==> config.mk <==
export PLATFORM = sky130hd
export DESIGN_NAME = i2s_audio_capture
export DESIGN_NICKNAME = d
export VERILOG_FILES = /design/src/rtl/i2s_audio_capture.sv
export SDC_FILE = /design/constraint.sdc
export NUM_CORES = 1
export LEC_CHECK = 0
export BUFFER_PORTS_ARGS = -buffer_cell sky130_fd_sc_hd__buf_2
export CAP_MARGIN = 25
export CORE_MARGIN = 5
export CORE_UTILIZATION = 50
export DETAILED_ROUTE_END_ITERATION = 10
export GPL_TIMING_DRIVEN = 0
export PLACE_DENSITY = 0.71
export SYNTH_ARGS = -nofsm -noshare
export SYNTH_HDL_FRONTEND = slang
export SYNTH_SLANG_ARGS = --single-unit
==> constraint.sdc <==
create_clock -name clk -period 2.73 [get_ports clk]
set_input_delay 0.1365 -clock clk [delete_from_list [all_inputs] [get_ports clk]]
set_output_delay 0.1365 -clock clk [all_outputs]
set_load 0.03 [all_outputs]
==> src/rtl/i2s_audio_capture.sv <==
`default_nettype none
// ============================================================================
// Module   : i2s_audio_capture
// Brief    : I2S (BCLK/LRCK/SDAT) capture into a stereo-pair FIFO with a
//            valid/ready pop port. Optional macro AUDIO_RATE_MEAS_EN adds
//            a sample-rate measurement (rate_cycles/rate_upd).
// Revision : 1.0 - initial release
// ============================================================================
module i2s_audio_capture #(
    parameter int SAMPLE_W      = 16,
    parameter int FIFO_DEPTH    = 4,
    parameter int RATE_WIN_LOG2 = 10
) (
    input  logic                clk,
    input  logic                rst_n,
    input  logic                bclk,
    input  logic                lrck,
    input  logic                sdat,
    output logic                aud_valid,
    input  logic                aud_ready,
    output logic [SAMPLE_W-1:0] aud_l,
    output logic [SAMPLE_W-1:0] aud_r,
    output logic                aud_ovf,
    output logic [23:0]         rate_cycles,
    output logic                rate_upd
);

    localparam int C_AW    = $clog2(FIFO_DEPTH);
    localparam int C_CNT_W = $clog2(SAMPLE_W + 1);
    localparam logic [C_CNT_W-1:0] C_SW = C_CNT_W'(SAMPLE_W);

    logic r_bclk_s1, r_bclk_s2, r_bclk_h;
    logic r_lrck_s1, r_lrck_s2, r_lrck_h;
    logic r_sdat_s1, r_sdat_s2, r_sdat_h;
    logic r_evt;

    always_ff @(posedge clk or negedge rst_n) begin
        if (!rst_n) begin
            r_bclk_s1 <= 1'b0; r_bclk_s2 <= 1'b0; r_bclk_h <= 1'b0;
            r_lrck_s1 <= 1'b0; r_lrck_s2 <= 1'b0; r_lrck_h <= 1'b0;
            r_sdat_s1 <= 1'b0; r_sdat_s2 <= 1'b0; r_sdat_h <= 1'b0;
            r_evt     <= 1'b0;
        end else begin
            r_bclk_s1 <= bclk; r_bclk_s2 <= r_bclk_s1; r_bclk_h <= r_bclk_s2;
            r_lrck_s1 <= lrck; r_lrck_s2 <= r_lrck_s1; r_lrck_h <= r_lrck_s2;
            r_sdat_s1 <= sdat; r_sdat_s2 <= r_sdat_s1; r_sdat_h <= r_sdat_s2;
            // r_lrck_h/r_sdat_h are captured on the same edge, so they align with r_evt
            r_evt     <= r_bclk_s2 & ~r_bclk_h;
        end
    end

    logic [SAMPLE_W-1:0] r_shreg, r_left;
    logic [C_CNT_W-1:0]  r_bitcnt;
    logic                r_last_lrck, r_lr_seen, r_pending_l;

    logic                w_shift_ok, w_word_end, w_push_req;
    logic [SAMPLE_W-1:0] w_shreg_nx, w_word;
    logic [C_CNT_W-1:0]  w_cnt_nx;

    assign w_shift_ok = (r_bitcnt < C_SW);
    assign w_shreg_nx = w_shift_ok ? {r_shreg[SAMPLE_W-2:0], r_sdat_h} : r_shreg;
    assign w_cnt_nx   = w_shift_ok ? r_bitcnt + C_CNT_W'(1) : r_bitcnt;
    // No word boundary until one bit event has established the current channel
    assign w_word_end = r_evt & r_lr_seen & (r_lrck_h != r_last_lrck);
    assign w_word     = w_shreg_nx << (C_SW - w_cnt_nx);
    assign w_push_req = w_word_end & r_last_lrck & r_pending_l;

    always_ff @(posedge clk or negedge rst_n) begin
        if (!rst_n) begin
            r_shreg     <= '0;
            r_left      <= '0;
            r_bitcnt    <= '0;
            r_last_lrck <= 1'b0;
            r_lr_seen   <= 1'b0;
            r_pending_l <= 1'b0;
        end else if (r_evt) begin
            r_last_lrck <= r_lrck_h;
            r_lr_seen   <= 1'b1;
            if (w_word_end) begin
                r_shreg  <= '0;
                r_bitcnt <= '0;
                if (!r_last_lrck) begin
                    r_left      <= w_word;
                    r_pending_l <= 1'b1;
                end else begin
                    r_pending_l <= 1'b0;
                end
            end else begin
                r_shreg  <= w_shreg_nx;
                r_bitcnt <= w_cnt_nx;
            end
        end
    end

    logic [SAMPLE_W-1:0] r_mem_l [FIFO_DEPTH];
    logic [SAMPLE_W-1:0] r_mem_r [FIFO_DEPTH];
    logic [C_AW:0]       r_wptr, r_rptr;
    logic                r_ovf;
    logic                w_full, w_empty, w_pop, w_push;

    assign w_empty = (r_wptr == r_rptr);
    assign w_full  = (r_wptr[C_AW] != r_rptr[C_AW]) &&
                     (r_wptr[C_AW-1:0] == r_rptr[C_AW-1:0]);
    assign w_pop   = ~w_empty & aud_ready;
    assign w_push  = w_push_req & (~w_full | w_pop);

    always_ff @(posedge clk or negedge rst_n) begin
        if (!rst_n) begin
            for (int i = 0; i < FIFO_DEPTH; i++) begin
                r_mem_l[i] <= '0;
                r_mem_r[i] <= '0;
            end
            r_wptr <= '0;
            r_rptr <= '0;
            r_ovf  <= 1'b0;
        end else begin
            if (w_push) begin
                r_mem_l[r_wptr[C_AW-1:0]] <= r_left;
                r_mem_r[r_wptr[C_AW-1:0]] <= w_word;
                r_wptr <= r_wptr + (C_AW+1)'(1);
            end
            if (w_pop) begin
                r_rptr <= r_rptr + (C_AW+1)'(1);
            end
            r_ovf <= w_push_req & w_full & ~w_pop;
        end
    end

    assign aud_valid = ~w_empty;
    assign aud_l     = r_mem_l[r_rptr[C_AW-1:0]];
    assign aud_r     = r_mem_r[r_rptr[C_AW-1:0]];
    assign aud_ovf   = r_ovf;

`ifdef AUDIO_RATE_MEAS_EN
    localparam logic [23:0] C_CYC_MAX = '1;

    logic [23:0]              r_cyc, r_rate;
    logic [RATE_WIN_LOG2-1:0] r_pairs;
    logic                     r_upd;
    logic                     w_win_done;

    // Dropped pairs still close a window: the count tracks the source rate
    assign w_win_done = w_push_req & (&r_pairs);

    always_ff @(posedge clk or negedge rst_n) begin
        if (!rst_n) begin
            r_cyc   <= '0;
            r_rate  <= '0;
            r_pairs <= '0;
            r_upd   <= 1'b0;
        end else begin
            r_upd <= 1'b0;
            if (w_win_done) begin
                r_rate  <= r_cyc;
                r_upd   <= 1'b1;
                r_cyc   <= 24'd1;
                r_pairs <= '0;
            end else begin
                if (r_cyc != C_CYC_MAX) begin
                    r_cyc <= r_cyc + 24'd1;
                end
                if (w_push_req) begin
                    r_pairs <= r_pairs + RATE_WIN_LOG2'(1);
                end
            end
        end
    end

    assign rate_cycles = r_rate;
    assign rate_upd    = r_upd;
`else
    assign rate_cycles = 24'd0;
    assign rate_upd    = 1'b0;
`endif

endmodule
`default_nettype wire

Word-level counts from Yosys, hierarchy flattened
Cells that the tools add are included.
Word-level totals
  register bits: 185
  output and inout port bits: 59
  logic and storage cells: 76
Cells by class
  $add $sub $neg: 4
  $lt $le $gt $ge: 4
  equal/unequal tests: 4
  shift operators: 1
  muxes and demuxes: 15
  bitwise gates (word level): 17
  reduce and logical (&&, ||, !) cells: 4
Operators with widths (count)
  64-bit bitwise mux: 2
  16-bit 2-to-1 mux: 7
  16-bit binary-select mux with 2-bit select: 2
  16-bit demux with 2-bit select: 1
  16-bit by 5-bit << shifter with 16-bit output: 1
  5-bit 2-to-1 mux: 2
  1-bit AND: 9
  3-bit by 1-bit adder with 3-bit output, second input constant: 2
  3-bit >= comparator, second input constant: 2
  2-bit inverter with 3-bit output: 2
  5-bit by 1-bit adder with 5-bit output, second input constant: 1
  5-bit less-than comparator, second input constant: 1
  1-bit inverter: 5
  5-bit subtractor, first input constant: 1
  3-bit equality test: 1
  3-bit by 1-bit less-than comparator with 1-bit output, second input constant: 1
  3-bit AND reduction: 1
  2-bit equality test: 1
  1-bit logical AND: 2
  1-bit != test: 2
  2-bit AND reduction: 1
  1-bit 2-to-1 mux: 1
  1-bit OR: 1

Depth between registers and ports, before layout
  word-level depth: 6
  depth in mapped cells: 12
  gate-level depth less buffers: 9

Worst setup path after synthesis
OpenSTA, ideal clock, no wires.
  path type: register to register
  from: reg r_bitcnt[0]
  to: reg r_left[12]
  data arrival time: 2.766 ns
  data required time: 2.596 ns
  setup slack: -0.170 ns
  stages on the path, launching flop included: 12
  path buffers: 4
  cell sequence: dfrtp_1 -> clkbuf_1 -> clkbuf_1 -> buf_2 -> xor2_1 -> ha_1 -> xnor2_1 -> xnor2_1 -> clkbuf_1 -> a31oi_1 -> mux2i_1 -> o21ai_0
Between the ends
  longest elaborated chain between the ends: 4
RTL lines
  start, declared: line 53  | logic [C_CNT_W-1:0] r_bitcnt;
  start signal, assigned: line 90  | r_bitcnt <= w_cnt_nx;
  5-bit by 1-bit adder with 5-bit output / 5-bit less-than comparator (equally long branches): line 62, 60
  5-bit 2-to-1 mux: line 62  | assign w_cnt_nx = w_shift_ok ? r_bitcnt + C_CNT_W'(1) : r_bitcnt;
  5-bit subtractor: line 65  | assign w_word = w_shreg_nx << (C_SW - w_cnt_nx);
  16-bit by 5-bit << shifter with 16-bit output (*): line 65
  end signal, assigned: line 83  | r_left <= w_word;
  end, declared: line 52  | logic [SAMPLE_W-1:0] r_shreg, r_left;
Every way passes the cells marked *; elsewhere a longest branch is shown, timed or not.
A chain may end at the register's enable or synchronous reset.

Worst setup path in the final report
  from: reg r_bitcnt[0]
  to: reg r_mem_r[26] in the netlist's numbering
Between the ends
  longest elaborated chain between the ends: 5
RTL lines
  5-bit by 1-bit adder with 5-bit output / 5-bit less-than comparator (equally long branches): line 62, 60
  5-bit 2-to-1 mux: line 62
  5-bit subtractor: line 65
  16-bit by 5-bit << shifter with 16-bit output (*): line 65
  64-bit bitwise mux (*): line 119  | r_mem_r[r_wptr[C_AW-1:0]] <= w_word;
  end signal, assigned by index: line 119
  end, declared: line 96  | logic [SAMPLE_W-1:0] r_mem_r [FIFO_DEPTH];
Marked as above.

==> flow_summary.ini <==
[floorplan]
io_pins = 65
initial_core_util = 0.513
dieArea_sq_um = 20600
placementRows = 48
die_h_um = 143
core-area_sq_um = 17400
die_w_um = 143

[worst_setup_path]
arrival_ps = 3050
cp-start-kind = register
worst-path-max-fanout = 6
reg2reg_to = r_mem_r[26]
critical_path.startpoint = r_bitcnt[0]
criticalPathCategory = register to register
reg2reg_slack_ps = 50
ff2ff_path_depth = 9
r2r_start = r_bitcnt[0]
worstSetupEndpointType = register
cp.required_ps = 3100

[global_route]
gr-total-overflow = 0
antenna_found_initial = 0
grt_pass1_vias = 6262
grt_max_degree = 99
grt_pass1_wl_um = 33800
gr-usage-all-layers = 0.210

[synth]
avgSynthCellArea_sq_um = 11.8
yosysWarnings = 0
synth-edff-count = 0
synth-seq-area-share = 0.520
synthFlopType = dfrtp_1
synth_area_sq_um = 8900
synth.distinct_cells = 55
async_reset_ff_frac = 1.00
syn_inst = 757
ys_seq_elements = 185

[hold_path]
hp-class = input pin to async pin

[timing]
grt_setup_unrepaired = true
setup_viol = 0
fin_skew_ps = 17.7
clock.fmax_mhz = 373
worst_hold_slack_ps = 279
max_slew.worst_pin.slew_ps = 794
slew_headroom = 0.471
timing.final.crit_share = 0.982
period_needed_ps = 2680
slew_viol_final = 0
hold_viol = 0
final.setup.tns_ps = 0

[routing]
wl_per_cell_um = 18.9
drt_pass1_iterations = 5
ant_nets = 0
finalWirelength_um = 20900
drc = 0
vias = 6305
viasPerCell = 5.70
drtIter0Drc = 546

[clock_tree]
cts_buffer_depth = 2
clock_sinks = 185
cts_made_buffers = 17
clock_latency_ps = 440
cts.clk_slew.worst_paths_ps = 70
root_buffer = clkbuf_16
cts_tree = yes
htree_levels = 4

[power]
p_sw_mw = 4.06
p_sw_frac = 0.384
ir_drop_mv = 0.601
p_comb_frac = 0.428
p_seq_frac = 0.337
p_clk_frac = 0.234
internal_power_mw = 6.51
p_per_area_nw_per_um2 = 993
p_leak_nw = 4.92

[cells_and_area]
area_growth_pct = 19.6
fillCellCount = 1347
finalInstanceArea_sq_um = 10600
layout-drive-gt1-share = 0.326
diodes = 0
fin_nets = 882

[place]
dpl.hpwl_um = 13800
placed_area_sq_um = 9520
gp_congestion = 0.880
port_buffers = 39

[job]
drv_cap = 0

[outcome]
outcome = complete, no violations
## cell usage after synthesis (all sizes together) (2+ instances only)
library cell	number	area [sq um]
a32o	2	20.0
o31ai	3	41.3
nand3	19	95.1
o211ai	6	45.0
inv	4	15.0
a21boi	3	22.5
or2	6	37.5
a211oi	4	30.0
a31oi	6	37.5
buf	41	270
a21oi	9	45.0
nand2	113	427
xnor2	8	77.6
o2111ai	3	26.3
mux2	67	754
clkbuf	32	120
and3	5	31.3
nand4	3	18.8
nor3	3	15.0
ha	7	87.6
nand2b	4	25.0
o21ai	84	420
and3b	2	17.5
mux4	35	788
xor2	4	35.0
o21a	2	15.0
or4	4	30.0
nor2	20	75.1
or3	2	12.5
nand3b	2	15.0
a22o	26	228
dfrtp	185	4630
and2	3	21.3
mux2i	23	230
nor2b	6	37.5
## cell families after synthesis
logic type               share of synthesized area
XOR/XNOR                                    0.0126
flip-flops                                   0.520
AND/OR/NAND/NOR                             0.0992
buffers and inverters                       0.0460
AO/OA/AOI/OAI                                0.113
multiplexers                                 0.199
adder cells (fa/ha/maj)                    0.00984
other                                     0.000421
## per-layer routing
layer,part of all wire,up-vias,track usage
met5,0,-,0
met4,0.025,0,0.0644
li1,-,2919,-
met3,0.053,48,0.0486
met1,0.44,3135,0.283
met2,0.48,203,0.343
## stage by stage
step,power [mW],utilization,instances,setup WS [ps]
final,10.6,0.613,1106,50.3
after global routing,11.1,0.613,1106,-58.3
after CTS,10.3,0.604,1094,1.75
after detailed placement,7.04,0.549,1046,-902
after global placement,6.97,0.546,1045,-1430
after floorplan,6.05,-,781,79.3
## critical path, stage by stage, from the launching register on
cell and delay, ps:
dfrtp_1 380, buf_4 150, ha_4 310, inv_1 70
o2111a_2 280, or4_4 540, buf_4 180, and4_1 200
o31ai_4 320, a22o_1 190
## area by class of cell
cell class	instances	area, sq um	share of cell area
Clock buffer	19	443	0.0416
Buffer	67	440	0.0414
Inverter	5	18.8	0.00176
Multi-Input combinational cell	518	4180	0.393
Tap cell	225	282	0.0264
Timing Repair Buffer	75	508	0.0477
Clock inverter	12	141	0.0133
Sequential cell	185	4630	0.435
## repair_timing
action                                  in CTS  in global routing
buffers inserted                            14                 16
endpoints found under the setup margin     141                141
endpoints found under the hold margin       91                  0
hold buffers                                 5                  0
gates resized for setup                     58                 28
pin swaps                                   10                 10
## worst max-delay path by stage
stage	endpoint	cells after the start	slack (ps)
after floorplan	r_left[14]	10	80
after global placement	r_shreg[3]	1	-1430
after detailed placement	r_mem_r[12]	10	-900
after CTS	r_left[11]	10	2
after global routing	r_mem_r[26]	9	-60
final	r_mem_r[26]	9	50
## sequential cells by signal, summed over array words and instances (netlist names), 3 cells and up
signal,flops
r_bitcnt,5
r_left,16
r_mem_l,64
r_mem_r,64
r_rptr,3
r_shreg,16
r_wptr,3
## power by group through the flow
| stage | sequential [mW] | clock, mW | combinational [mW] |
|---|---|---|---|
| global route | 3.63 | 2.63 | 4.85 |
| detailed placement | 3.57 | 0 | 3.47 |
| CTS | 3.55 | 2.50 | 4.21 |
| floorplan | 3.45 | 0 | 2.60 |
| finish | 3.57 | 2.47 | 4.52 |
| global placement | 3.56 | 0 | 3.41 |
## placed cells by master (no fill, tap or decap), types with 4 or more instances in the layout
master         synthesis  layout
nand2_1              112     109
nand2_2                1       4
or2_2                  6       6
mux4_2                35      35
a21oi_1                9       9
o21ai_1                4      14
nand3_1               19      18
xnor2_1                7       5
o21ai_0               80      70
clkbuf_16              0      17
clkbuf_1              32      22
nor2b_1                6       6
a211oi_1               4       4
clkinvlp_4             0       4
dfrtp_1              185     184
and3_1                 5       5
inv_1                  4       4
clkbuf_2               0       5
nand2b_1               4       4
conb_1                 1      25
buf_4                 26      55
dlygate4sd3_1          0       5
mux2_2                67      67
o211ai_1               6       6
buf_2                  9      46
buf_8                  0       4
mux2i_1               23      18
a22o_1                26      26
ha_1                   7       5
nor2_1                20      19
Power figures use the tool's default switching activity.
